--- config.mk ---
export PLATFORM = sky130hd
export DESIGN_NAME = sort_memory
export DESIGN_NICKNAME = d
export VERILOG_FILES = /design/src/rtl/sort_memory.sv
export SDC_FILE = /design/constraint.sdc
export NUM_CORES = 2
export LEC_CHECK = 0
export CORE_ASPECT_RATIO = 1.2
export CORE_UTILIZATION = 27
export CTS_CLUSTER_DIAMETER = 100
export DETAILED_ROUTE_END_ITERATION = 8
export DONT_BUFFER_PORTS = 1
export GPL_ROUTABILITY_DRIVEN = 0
export PLACE_DENSITY = 0.45
export SLEW_MARGIN = 20
export SYNTH_ARGS = -nofsm -noshare
export SYNTH_HDL_FRONTEND = slang
export SYNTH_SLANG_ARGS = --single-unit
export TNS_END_PERCENT = 50
--- constraint.sdc ---
create_clock -name clk -period 4.1 [get_ports clk]
set_input_delay 0.615 -clock clk [delete_from_list [all_inputs] [get_ports clk]]
set_output_delay 0.615 -clock clk [all_outputs]
set_load 0.005 [all_outputs]
--- src/rtl/sort_memory.sv ---
// Word-addressed data memory for the selection sorter: request/ready handshake with
// LATENCY wait states plus a preload port. Define MEM_STAT_EN to add read/write counters.
module sort_memory #(
    parameter int ADDR_W  = 8,
    parameter int DATA_W  = 16,
    parameter int LATENCY = 2
) (
    input  logic              clk,
    input  logic              rst,
    input  logic              readMem,
    input  logic              writeMem,
    input  logic [ADDR_W-1:0] addrBus,
    input  logic [DATA_W-1:0] outBus,
    input  logic              ldEn,
    input  logic [ADDR_W-1:0] ldAddr,
    input  logic [DATA_W-1:0] ldData,
    output logic [DATA_W-1:0] inBus,
    output logic              rdyMem,
    output logic              busy,
    output logic              collision
`ifdef MEM_STAT_EN
    ,
    output logic [15:0]       rdCnt,
    output logic [15:0]       wrCnt
`endif
);

    localparam int DEPTH = 2 ** ADDR_W;

    typedef enum logic [1:0] {IDLE, WAIT, DONE} state_t;

    state_t            state_q, state_d;
    logic [3:0]        cnt_q, cnt_d;
    logic              op_we_q, op_we_d;
    logic [ADDR_W-1:0] addr_q, addr_d;
    logic [DATA_W-1:0] data_q, data_d;
    logic              coll_q, coll_d;
    logic [DATA_W-1:0] in_bus_q;
    logic              commit;
    logic              ld_we;

    logic [DATA_W-1:0] mem [DEPTH];

    always_comb begin
        state_d = state_q;
        cnt_d   = cnt_q;
        op_we_d = op_we_q;
        addr_d  = addr_q;
        data_d  = data_q;
        coll_d  = coll_q;
        commit  = 1'b0;
        ld_we   = 1'b0;
        case (state_q)
            IDLE: begin
                // A preload takes priority; a concurrent request waits for the next IDLE edge.
                if (ldEn) begin
                    ld_we = 1'b1;
                end else if (readMem || writeMem) begin
                    state_d = WAIT;
                    cnt_d   = 4'(LATENCY);
                    op_we_d = writeMem && !readMem;
                    addr_d  = addrBus;
                    data_d  = outBus;
                    if (readMem && writeMem) begin
                        coll_d = 1'b1;
                    end
                end
            end
            WAIT: begin
                if (cnt_q != 4'd0) begin
                    cnt_d = cnt_q - 4'd1;
                end else begin
                    commit  = 1'b1;
                    state_d = DONE;
                end
            end
            DONE:    state_d = IDLE;
            default: state_d = IDLE;
        endcase
    end

    always_ff @(posedge clk or negedge rst) begin
        if (!rst) begin
            state_q  <= IDLE;
            cnt_q    <= 4'd0;
            op_we_q  <= 1'b0;
            addr_q   <= '0;
            data_q   <= '0;
            coll_q   <= 1'b0;
            in_bus_q <= '0;
        end else begin
            state_q <= state_d;
            cnt_q   <= cnt_d;
            op_we_q <= op_we_d;
            addr_q  <= addr_d;
            data_q  <= data_d;
            coll_q  <= coll_d;
            if (commit && !op_we_q) begin
                in_bus_q <= mem[addr_q];
            end
        end
    end

    // Contents are deliberately not reset; an async reset forces IDLE so no commit can follow.
    always_ff @(posedge clk) begin
        if (ld_we) begin
            mem[ldAddr] <= ldData;
        end else if (commit && op_we_q) begin
            mem[addr_q] <= data_q;
        end
    end

`ifdef MEM_STAT_EN
    logic [15:0] rd_cnt_q, wr_cnt_q;

    always_ff @(posedge clk or negedge rst) begin
        if (!rst) begin
            rd_cnt_q <= 16'd0;
            wr_cnt_q <= 16'd0;
        end else if (commit) begin
            if (op_we_q) begin
                if (wr_cnt_q != 16'hFFFF) wr_cnt_q <= wr_cnt_q + 16'd1;
            end else begin
                if (rd_cnt_q != 16'hFFFF) rd_cnt_q <= rd_cnt_q + 16'd1;
            end
        end
    end

    assign rdCnt = rd_cnt_q;
    assign wrCnt = wr_cnt_q;
`endif

    assign inBus     = in_bus_q;
    assign rdyMem    = (state_q == DONE);
    assign busy      = (state_q != IDLE);
    assign collision = coll_q;

endmodule

==> results.ini <==
[synthesis]
synthesis.area_um2=159000
synthMuxAreaShare_pct=15.3
synth_adder_area_share_pct=0.00785
synth_simple_gate_area_share_pct=2.11
ys.flop_type=edfxtp_1
async_flop_share_pct=1.16
synth_top_family_by_area=multiplexers
synth_xor_area_share_pct=0
synth_fp_nets=7282
syn_avg_cell_area_um2=22.1
synth-compound-area-share_pct=2.93
synth.distinct_cells=59
yosys_warnings=0
ys_seq_elements=4144
synth_edf_count=4096
syn_inst=7228
ys_seq_area_share_pct=77.9

[clock_tree]
cts_buffers=399
clock-root-buffer=clkbuf_16
clkSinkCount=4144
clk_pin_slew_ps=60
clk_latency_ps=1040
cts_tree=built
clock_path_buffers=4
cts_htree_levels=5

[pwr]
total_power_uw=122000
leakagePower_uw=0.0579
powerDensity_nw_per_um2=654
vdd_drop_max_mv=0.515

[route]
drcViolationCount=0
drt-vias-per-instance=4.90
drt-initial-drc-count=8065
antenna_left=0
drt_wl_total_mm=497
wl_per_cell_um=30.9
route.vias.total=78800
drtPass1Iterations=5

[die]
core-area_um2=587000
die_area_um2=594000
rows=308
initial_core_util_pct=27.2
die_h_um=844
dieWidth_um=704
boundaryPins=72

[sta]
layout_min_cycle_time_ps=4080
max_freq_ghz=0.245
slew-limit-headroom_pct=23.1
setup_viol=0
finClkSkew_ps=80.2
grt_setup_unrepaired=no
slew_violations=0
hold_violations=0
tightest_slew_ps=1150
holdWs_ps=112
period_share_pct=99.4

[setup_path]
endpoint_kind=register
cp.arrival_ps=4900
reg2reg_to=inBus[4]
cp-start-kind=register
r2r_start=addr_q[0]
reg2reg_slack_ps=20
path_cells=buf_12, buf_12, buf_4, mux4_2, o22ai_1, or3_1, nand4_1, o211ai_1, o211ai_1
crit_slowest_cell=o211ai_1
slowest_delay_ps=810
critical_path_required_ps=4920
crit_fanout=25
r2r_cells=9
worst-setup-path-type=register to register

[finish]
drive_gt1_share_pct=29.8
nets=8031
areaGrowthSynthToFinish_pct=17.5

[global_route]
grt_pass1_wl_mm=683
overflow=0
antenna_found_initial=34
grt_max_degree=131
track_usage_pct=16.4
grt_pass1_vias=81300

[job]
cap_violations=0

[placed_design]
port_buffers=0
detailedPlacementHpwl_mm=315

[worst_hold_path]
holdCritPathClass=primary input to asynchronous set/reset pin

[run_status]
outcome=finished, final reports clean

-- layout by cell type (no fill, tap or decap), types with 41 or more instances in the layout --
master,instances
clkbuf_1,86
buf_12,94
clkinv_2,80
clkinv_1,62
dfrtp_1,41
nand2_1,143
buf_4,649
nor2_2,66
edfxtp_1,4096
a21oi_1,62
bufinv_16,44
clkbuf_16,399
nand3_1,88
mux2i_1,263
a22oi_1,164
nor2_1,212
mux4_2,939
o21ai_0,61
o22ai_1,115
o221ai_1,49
-- registers in the layout, summed over array words and instances (netlist names) --
register	cells
cnt_q	4
mem	4096
collision	1
inBus	16
op_we_q	1
state_q	2
addr_q	8
data_q	16
-- stage by stage --
step                cells  util [%]  worst slack (ps)  TNS [ps]  area (um2)
floorplan            7228         -              98.8         0      159000
global placement    15300      29.6              -385   -157100      174000
detailed placement  15300      29.6              -358    -27670      174000
CTS                 16100      31.9              22.7         0      187000
global route        16100      31.9              3.72         0      187000
finish              16100      31.9              23.0         0      187000
-- power breakdown --
| part | internal (uW) | leakage (uW) | switching [uW] |
|---|---|---|---|
| registers | 48100 | 0.0374 | 579 |
| clock network | 20900 | 0.00633 | 16500 |
| logic | 14300 | 0.0142 | 22200 |
| total | 83300 | 0.0579 | 39200 |
-- repair_timing --
item | in CTS | in global routing
pin swaps | 2 | 0
setup buffers | 6 | 2
hold buffers | 30 | 0
endpoints found under the hold margin | 74 | 0
setup endpoints to repair | 703 | 1115
gates cloned | 1 | 0
resized for setup | 10 | 5
-- worst max-delay path: cells and delay by family, from the launching register on --
kind,cells,cell delay [ps]
multiplexers,1,590
AO/OA/AOI/OAI,3,1350
flip-flops,1,460
AND/OR/NAND/NOR,2,540
buffers and inverters,3,870
-- worst max path at each step --
stage                     startpoint     endpoint  cells past startpoint
after floorplan             cnt_q[0]   mem[0][10]                      7
after global placement     addr_q[0]     inBus[2]                     10
after detailed placement   addr_q[0]     inBus[2]                     10
after CTS                   cnt_q[0]  mem[161][4]                     12
after global routing       addr_q[1]     inBus[2]                     10
final                      addr_q[0]     inBus[4]                      9
-- routing by layer --
metal  GRT usage (%)  routed length, um  vias to the layer above
met5               0                 41                        -
met4            5.46              18200                        6
met3            2.09              24400                      607
met2            28.8             254000                     2406
met1            20.9             201000                    43600
li1                -                  -                    32200
-- Yosys cell counts, types with 8 or more instances --
cell type	instances	share of area (%)
nand3_1	105	0.33
buf_6	41	0.29
buf_1	25	0.059
nand3b_1	12	0.056
a2111oi_1	9	0.056
a211oi_1	39	0.18
clkbuf_1	196	0.46
o22ai_1	115	0.45
nand2b_1	11	0.043
a21o_1	15	0.071
buf_2	80	0.25
nor3_1	38	0.12
buf_4	39	0.18
o211ai_1	32	0.15
mux4_2	939	13
mux2i_1	263	1.7
mux2_2	51	0.36
buf_12	12	0.15
a22oi_1	164	0.77
a22o_1	25	0.14
a221oi_1	40	0.22
nor2b_1	8	0.031
o221ai_1	49	0.27
edfxtp_1	4096	77
dfrtp_1	48	0.75
and2_1	10	0.039
buf_8	35	0.33
nand2_1	147	0.35
nor2_1	280	0.66
nor4_1	43	0.17
a21oi_1	62	0.19
nand4_1	22	0.086
and3_1	21	0.082
a31oi_1	21	0.082
or3_1	14	0.055
o21ai_0	63	0.20
-- cells by family (layout without fill, tap and decap cells) --
group                    after synthesis  count (layout)
adder cells (fa/ha/maj)                1               1
flip-flops                          4144            4144
other                                  0              26
AO/OA/AOI/OAI                        660             660
AND/OR/NAND/NOR                      730             731
multiplexers                        1255            1255
buffers and inverters                438            1519
-- cell type report --
class	instances	area (um2)
well taps	7750	9700
inverters	5	23.8
diodes	26	65.1
clock inverters	245	2660
flip-flops and latches	4144	124000
repair buffers	780	7200
clock buffers	489	10400
fillers	56000	400000
multi-input cells	2647	33200
Power figures use the tool's default switching activity.
